**config.mk**
```make
export PLATFORM = sky130hd
export DESIGN_NAME = regfile_sb
export DESIGN_NICKNAME = d
export VERILOG_FILES = /design/src/rtl/regfile_sb.sv
export SDC_FILE = /design/constraint.sdc
export NUM_CORES = 2
export LEC_CHECK = 0
export BUFFER_PORTS_ARGS = -buffer_cell sky130_fd_sc_hd__buf_2
export CAP_MARGIN = 20
export CORE_AREA = 2 2 425 742
export DETAILED_ROUTE_END_ITERATION = 16
export DIE_AREA = 0 0 427 744
export REMOVE_ABC_BUFFERS = 1
export SLEW_MARGIN = 20
export SYNTH_ARGS = -nofsm -noshare
export SYNTH_HDL_FRONTEND = slang
export SYNTH_SLANG_ARGS = --single-unit
export TNS_END_PERCENT = 30
```
**constraint.sdc**
```tcl
create_clock -name clk -period 2.31 [get_ports clk]
set_input_delay 0.3465 -clock clk [delete_from_list [all_inputs] [get_ports clk]]
set_output_delay 0.3465 -clock clk [all_outputs]
set_load 0.005 [all_outputs]
```
**src/rtl/regfile_sb.sv**
```systemverilog
// Register file with write-through bypass and per-register pending-write scoreboard.
// One storage cell per architectural register; the zero register gets no cell.

module regfile_sb_cell #(
    parameter int WIDTH = 64
) (
    input  logic             clk,
    input  logic             rst_n,
    input  logic             we,
    input  logic             claim,
    input  logic [WIDTH-1:0] wdata,
    output logic [WIDTH-1:0] q,
    output logic             busy
);

    always_ff @(posedge clk or negedge rst_n) begin
        if (!rst_n) begin
            q    <= '0;
            busy <= 1'b0;
        end else begin
            if (we) q <= wdata;
            // A claim in the same cycle as the writeback is a newer producer.
            if (claim)   busy <= 1'b1;
            else if (we) busy <= 1'b0;
        end
    end

endmodule

module regfile_sb #(
    parameter  int WIDTH    = 64,
    parameter  int DEPTH    = 32,
    parameter  int HAS_ZERO = 1,
    parameter  int ZERO_REG = 31,
    localparam int AW       = $clog2(DEPTH)
) (
    input  logic             clk,
    input  logic             reset,
    input  logic [AW-1:0]    ReadRegister1,
    input  logic [AW-1:0]    ReadRegister2,
    output logic [WIDTH-1:0] ReadData1,
    output logic [WIDTH-1:0] ReadData2,
    output logic             Busy1,
    output logic             Busy2,
    input  logic             RegWrite,
    input  logic [AW-1:0]    WriteRegister,
    input  logic [WIDTH-1:0] WriteData,
    input  logic             Claim,
    input  logic [AW-1:0]    ClaimRegister
);

    localparam int NUM_PORTS = 2;

    typedef struct packed {
        logic             en;
        logic [AW-1:0]    idx;
        logic [WIDTH-1:0] data;
    } wr_req_t;

    wr_req_t                               wr;
    logic                                  cl_en;
    logic [DEPTH-1:0][WIDTH-1:0]           regs;
    logic [DEPTH-1:0]                      busy;
    logic [NUM_PORTS-1:0][AW-1:0]          raddr;
    logic [NUM_PORTS-1:0][WIDTH-1:0]       rdata;
    logic [NUM_PORTS-1:0]                  rbusy;

    function automatic logic is_zero(input logic [AW-1:0] idx);
        return (HAS_ZERO != 0) && (idx == AW'(ZERO_REG));
    endfunction

    // Writes and claims to the zero register are squashed here, so bypass ignores them too.
    assign wr.en   = RegWrite && !is_zero(WriteRegister);
    assign wr.idx  = WriteRegister;
    assign wr.data = WriteData;
    assign cl_en   = Claim && !is_zero(ClaimRegister);

    genvar i;
    generate
        for (i = 0; i < DEPTH; i++) begin : g_reg
            if (HAS_ZERO != 0 && i == ZERO_REG) begin : g_zero
                assign regs[i] = '0;
                assign busy[i] = 1'b0;
            end else begin : g_cell
                regfile_sb_cell #(.WIDTH(WIDTH)) u_cell (
                    .clk   (clk),
                    .rst_n (reset),
                    .we    (wr.en && wr.idx == AW'(i)),
                    .claim (cl_en && ClaimRegister == AW'(i)),
                    .wdata (wr.data),
                    .q     (regs[i]),
                    .busy  (busy[i])
                );
            end
        end
    endgenerate

    assign raddr[0] = ReadRegister1;
    assign raddr[1] = ReadRegister2;

    genvar p;
    generate
        for (p = 0; p < NUM_PORTS; p++) begin : g_port
            always_comb begin
                rdata[p] = regs[raddr[p]];
                rbusy[p] = busy[raddr[p]];
                if (wr.en && wr.idx == raddr[p]) begin
                    rdata[p] = wr.data;
                    rbusy[p] = 1'b0;
                end
            end
        end
    endgenerate

    assign ReadData1 = rdata[0];
    assign ReadData2 = rdata[1];
    assign Busy1     = rbusy[0];
    assign Busy2     = rbusy[1];

endmodule
```
Word-level counts from Yosys, hierarchy flattened
Cells that the tools add are included.
{"block": "op_classes", "n_lt_le_gt_ge": 2, "muxes": 74, "n_reduce_logical": 101, "eq_ne": 64}
{"operator": "binary-select mux 64 bit (select 5 bit)", "n": 2}
{"operator": "two-way mux 64 bit", "n": 4}
{"operator": "equality test 5 bit (second input constant)", "n": 32}
{"operator": "equality test 5 x 4 -> 1 bit (second input constant)", "n": 16}
{"operator": "logical AND 1 bit", "n": 66}
{"operator": "two-way mux 1 bit", "n": 66}
{"operator": "nonzero test 2 bit", "n": 31}
{"operator": "equality test 5 x 3 -> 1 bit (second input constant)", "n": 8}
{"operator": "equality test 5 x 2 -> 1 bit (second input constant)", "n": 4}
{"operator": "< comparator 5 x 6 -> 1 bit (second input constant)", "n": 2}
{"operator": "binary-select mux 1 bit (select 5 bit)", "n": 2}
{"operator": "equality test 5 x 1 -> 1 bit (second input constant)", "n": 2}
{"operator": "equality test 5 bit", "n": 2}
{"operator": "zero test 5 bit", "n": 2}
{"operator": "zero test 1 bit", "n": 2}
{"block": "word_totals", "wordCells": 303, "reg_bits": 2015, "output_inout_bits": 130, "in_bits": 88}

Depth between registers and ports, before layout
{"block": "depth", "word_depth": 6, "ltp_mapped": 10, "depth_no_buf": 5}

Cells and area by module
Synthesis repeated with hierarchy kept, for this count alone.
{"block": "hier_totals", "hier_cells": 7601, "area_unflattened_um2": 114677.5}
{"mod": "regfile_sb_cell", "area_each_um2": 2615.0, "cells_per_inst": 138, "instances": 31, "seq_area_each_um2": 1626.6}
{"mod": "regfile_sb", "area_each_um2": 33612.2, "cells_per_inst": 3323, "instances": 1, "seq_area_each_um2": 0.0}

Worst setup path before layout
OpenSTA, ideal clock, no wires.
{"block": "synth_path", "path_type": "in2out", "start": "in ReadRegister1[0]", "end": "out ReadData1[49]", "stages": 7, "path_slack_ps": -62, "n_path_buf": 3, "arrival_ps": 2026, "t_required_ps": 1964, "cell_sequence": "buf_2 > buf_6 > buf_2 > mux4_2 > mux4_2 > nor2_1 > o31ai_1"}
{"block": "synth_between", "elab_chain_len": 3, "elab_cells_between_ends": 5, "classes_between": "1 x eq/ne; 3 x mux; 1 x reduce/logical"}
{"element": "from (decl)", "line": "39", "rtl": "input logic [AW-1:0] ReadRegister1,"}
{"element": "binary-select mux 64 bit (select 5 bit) / equality test 5 bit (equally long branches)", "line": "105, 107"}
{"element": "two-way mux 64 bit (not written as such) / logical AND 1 bit (equally long branches)", "line": "105, 107"}
{"element": "two-way mux 64 bit (*)", "line": "107", "rtl": "if (wr.en && wr.idx == raddr[p]) begin"}
{"element": "to (decl)", "line": "41", "rtl": "output logic [WIDTH-1:0] ReadData1,"}
Mark *: on every way between the ends. The rest lies on a longest branch, timed or not. The select of a mux whose other input is x is not followed.

Worst setup path in the final report
{"block": "layout_path", "start": "reg g_reg[13].g_cell.u_cell.q[1]", "end": "out ReadData1[1]"}
{"block": "layout_between", "elab_chain_len": 3}
{"element": "from (decl)", "line": "12", "rtl": "output logic [WIDTH-1:0] q,"}
{"element": "from (signal assigned)", "line": "21", "rtl": "if (we) q <= wdata;"}
{"element": "binary-select mux 64 bit (select 5 bit)", "line": "105", "rtl": "rdata[p] = regs[raddr[p]];"}
{"element": "two-way mux 64 bit (not written as such)", "line": "105"}
{"element": "two-way mux 64 bit", "line": "107"}
No other way between the ends. The select of a mux whose other input is x is not followed.

==> results.sh <==
export IMPL_hold_violations=0
export IMPL_cts_buffers=193
export IMPL_avgSynthCellArea_um2=14.2
export IMPL_wire_per_inst_um=31.4
export IMPL_areaGrowthSynthToFinish_pct=21.3
export IMPL_synthArstFlopShare_pct=100
export IMPL_finalWeightedCongestion=0.870
export IMPL_start_util_pct=34.9
export IMPL_switching_share_pct=28.3
export IMPL_fin_util_pct=42.3
export IMPL_ys_ff_latch=2015
export IMPL_grt_pass1_wl_um=576000
export IMPL_io_buffer_count=217
export IMPL_synth_area_leaders="dfrtp_1 (46%), mux2_2 (20%), mux4_2 (18%)"
export IMPL_dp_cells=12100
export IMPL_drive_above_1_share_pct=54.4
export IMPL_core_mm2=0.311
export IMPL_pwr_share_comb_pct=23.0
export IMPL_crit_path_cell_trace="mux4_2 > mux4_2 > nor2_2 > o31ai_2 > buf_4 > buf_6"
export IMPL_synth_warnings=0
export IMPL_ant_nets=0
export IMPL_synthCells=7637
export IMPL_pre_cts_ws_ps=-1000
export IMPL_ir_drop_mv=0.752
export IMPL_rows=271
export IMPL_first_pass_iters=5
export IMPL_violations="negative setup slack"
export IMPL_intPower_uw=76100
export IMPL_outcome="finished with violations"
export IMPL_worst_path_most_repeated_cell="mux4_2"
export IMPL_tns_ps=-83760
export IMPL_cts_root_buf="clkbuf_16"
export IMPL_synth_distinct_cells=45
export IMPL_rsz0062_at_grt="true"
export IMPL_slowest_stage="mux4_2"
export IMPL_worstMarginPinSlew_ps=956
export IMPL_vias=75500
export IMPL_clk_latency_ps=850
export IMPL_setup_viol=130
export IMPL_worst_r2r_setup_slack_ps=1080
export IMPL_wl_um=395000
export IMPL_instances_no_fill=12600
export IMPL_slowest_delay_ps=490
export IMPL_yosysMostFrequentCell="dfrtp_1"
export IMPL_synth_ff_type="dfrtp_1"
export IMPL_post_dp_hpwl_um=269000
export IMPL_grt_ovfl_total=0
export IMPL_p_leak_uw=0.0568
export IMPL_finClkSkew_ps=0
export IMPL_ios=218
export IMPL_antenna_found_initial=29
export IMPL_worstSetupEndpointType="output port"
export IMPL_path_clk_slew_ps=70
export IMPL_htree_num_levels=4
export IMPL_slew_headroom_pct=36.0
export IMPL_synth_edff_count=0
export IMPL_seqPwrFrac_pct=44.8
export IMPL_hold_path_class="in -> reg"
export IMPL_cap_violations=0
export IMPL_ys_seq_area_share_pct=46.4
export IMPL_grt_use_total_pct=24.7
export IMPL_worst_setup_path_type="reg -> out"
export IMPL_dieHeight_um=744
export IMPL_die_x_um=427
export IMPL_cts_tree="yes"
export IMPL_netSwitchingPower_uw=30000
export IMPL_fill_cells=28200
export IMPL_yosys_area_top_type="dfrtp_1"
export IMPL_fin_crit_sh_pct=134
export IMPL_fin_nets=8399
export IMPL_period_minus_slack_ps=3110
export IMPL_grt_max_degree=148
export IMPL_cts_max_path_buffers=4
export IMPL_remaining_drc_errors=0
export IMPL_drtIter0Drc=5921
export IMPL_clkSinkCount=2015
export IMPL_critPathMaxFanout=3
export IMPL_synthDominantCellAreaShare_pct=46.4
export IMPL_via_per_inst=6.01
export IMPL_critical_path_arrival_ps=2760
export IMPL_start_kind="flip-flop"
export IMPL_dieArea_mm2=0.318
export IMPL_grt_pass1_vias=81000
export IMPL_power_density_mw_per_mm2=805
export IMPL_slew_viol_final=0
export IMPL_yosys_top_cells_count="dfrtp_1 (2015), mux2_2 (1932), mux4_2 (872), clkbuf_1 (434), mux2i_1 (327)"
export IMPL_clock_power_share_pct=32.2
export IMPL_fmaxAchievable_mhz=322
export IMPL_required_ps=1960
export IMPL_layout_setup_ws_ps=-796
export IMPL_netlist_area_mm2=0.109
worst max-delay path: cells and delay by family, from the launching register on:
family,cells,cell delay [ps]
buffers and inverters,2,320
muxes,2,970
DFF,1,410
and+or+nand+nor,1,110
AOI/OAI and AO/OA,1,70
what timing repair did:
| item | CTS | global route |
|---|---|---|
| setup buffers | 57 | 5 |
| setup endpoints to repair | 130 | 130 |
| hold buffers | 60 | 0 |
| endpoints found under the hold margin | 1263 | 0 |
| pin swaps | 108 | 62 |
| gates resized for setup | 246 | 72 |
final timing paths:
kind / startpoint / endpoint / cells past startpoint
worst max-delay path: g_reg[13].g_cell.u_cell.q[1] / ReadData1[1] / 6
worst min-delay path: WriteData[53] / g_reg[0].g_cell.u_cell.q[53] / 2
worst max register to register: g_reg[27].g_cell.u_cell.busy / g_reg[27].g_cell.u_cell.busy / 3
worst min register to register: g_reg[18].g_cell.u_cell.busy / g_reg[18].g_cell.u_cell.busy / 2
max in group asynchronous: reset / g_reg[24].g_cell.u_cell.q[29] / 3
min in group asynchronous: reset / g_reg[18].g_cell.u_cell.q[42] / 3
power by group through the flow:
| stage | Combinational (uW) | Sequential [uW] | Clock, uW |
|---|---|---|---|
| final | 24400 | 47500 | 34200 |
| after global routing | 26000 | 48400 | 36000 |
| after CTS | 24400 | 47400 | 34700 |
| after detailed placement | 23400 | 48100 | 0 |
| after global placement | 22800 | 47400 | 0 |
| after floorplan | 15000 | 46000 | 0 |
routing by layer:
metal	track usage (%)	routed length (um)	vias to the layer above	share of wire, %
met4	14.9	28600	14	7.3
met5	0	92	-	0.023
met2	42.0	196000	3085	50
li1	-	-	30600	-
met3	3.97	24800	1128	6.3
met1	29.2	145000	40700	37
layout by cell type (no fill, tap or decap), types with 147 or more instances in the layout:
cell type / netlist / layout
dfrtp_1: 2015 / 2015
mux2_2: 1932 / 1918
mux4_2: 872 / 872
buf_4: 54 / 740
mux2i_1: 327 / 322
buf_12: 0 / 315
nand2_1: 284 / 270
clkbuf_16: 0 / 197
buf_2: 319 / 193
o22ai_1: 147 / 147
per-stage QoR:
step | hold slack (ps) | power, uW | instance area, um2
after global placement | 279 | 70200 | 123000
after CTS | 0.909 | 106000 | 131000
after floorplan | 50.9 | 61000 | 105000
final | 54.0 | 106000 | 132000
after global routing | 47.9 | 110000 | 132000
after detailed placement | 272 | 71500 | 123000
logic make-up after synthesis:
| logic type | share of synthesized area, % |
|---|---|
| multiplexers | 41.2 |
| flip-flops | 46.4 |
| buffers and inverters | 3.83 |
| AO/OA/AOI/OAI | 5.57 |
| AND/OR/NAND/NOR | 2.86 |
| XOR/XNOR | 0.0806 |
registers in the layout, indices dropped and copies added, names as in the netlist:
name                  count
g.g_cell.u_cell.q      1984
g.g_cell.u_cell.busy     31
cell type report:
cell class                 count  area (um2)  area share [%]
clock buffer                 269        5570            4.23
clock inverter                80        1040           0.792
inverter                      79         299           0.227
antenna                        9        22.5          0.0171
timing repair buffer        1330       13800            10.4
sequential                  2015       50400            38.3
tap                         4095        5120            3.89
multi-input combinational   4692       55500            42.1
Power figures use the tool's default switching activity.
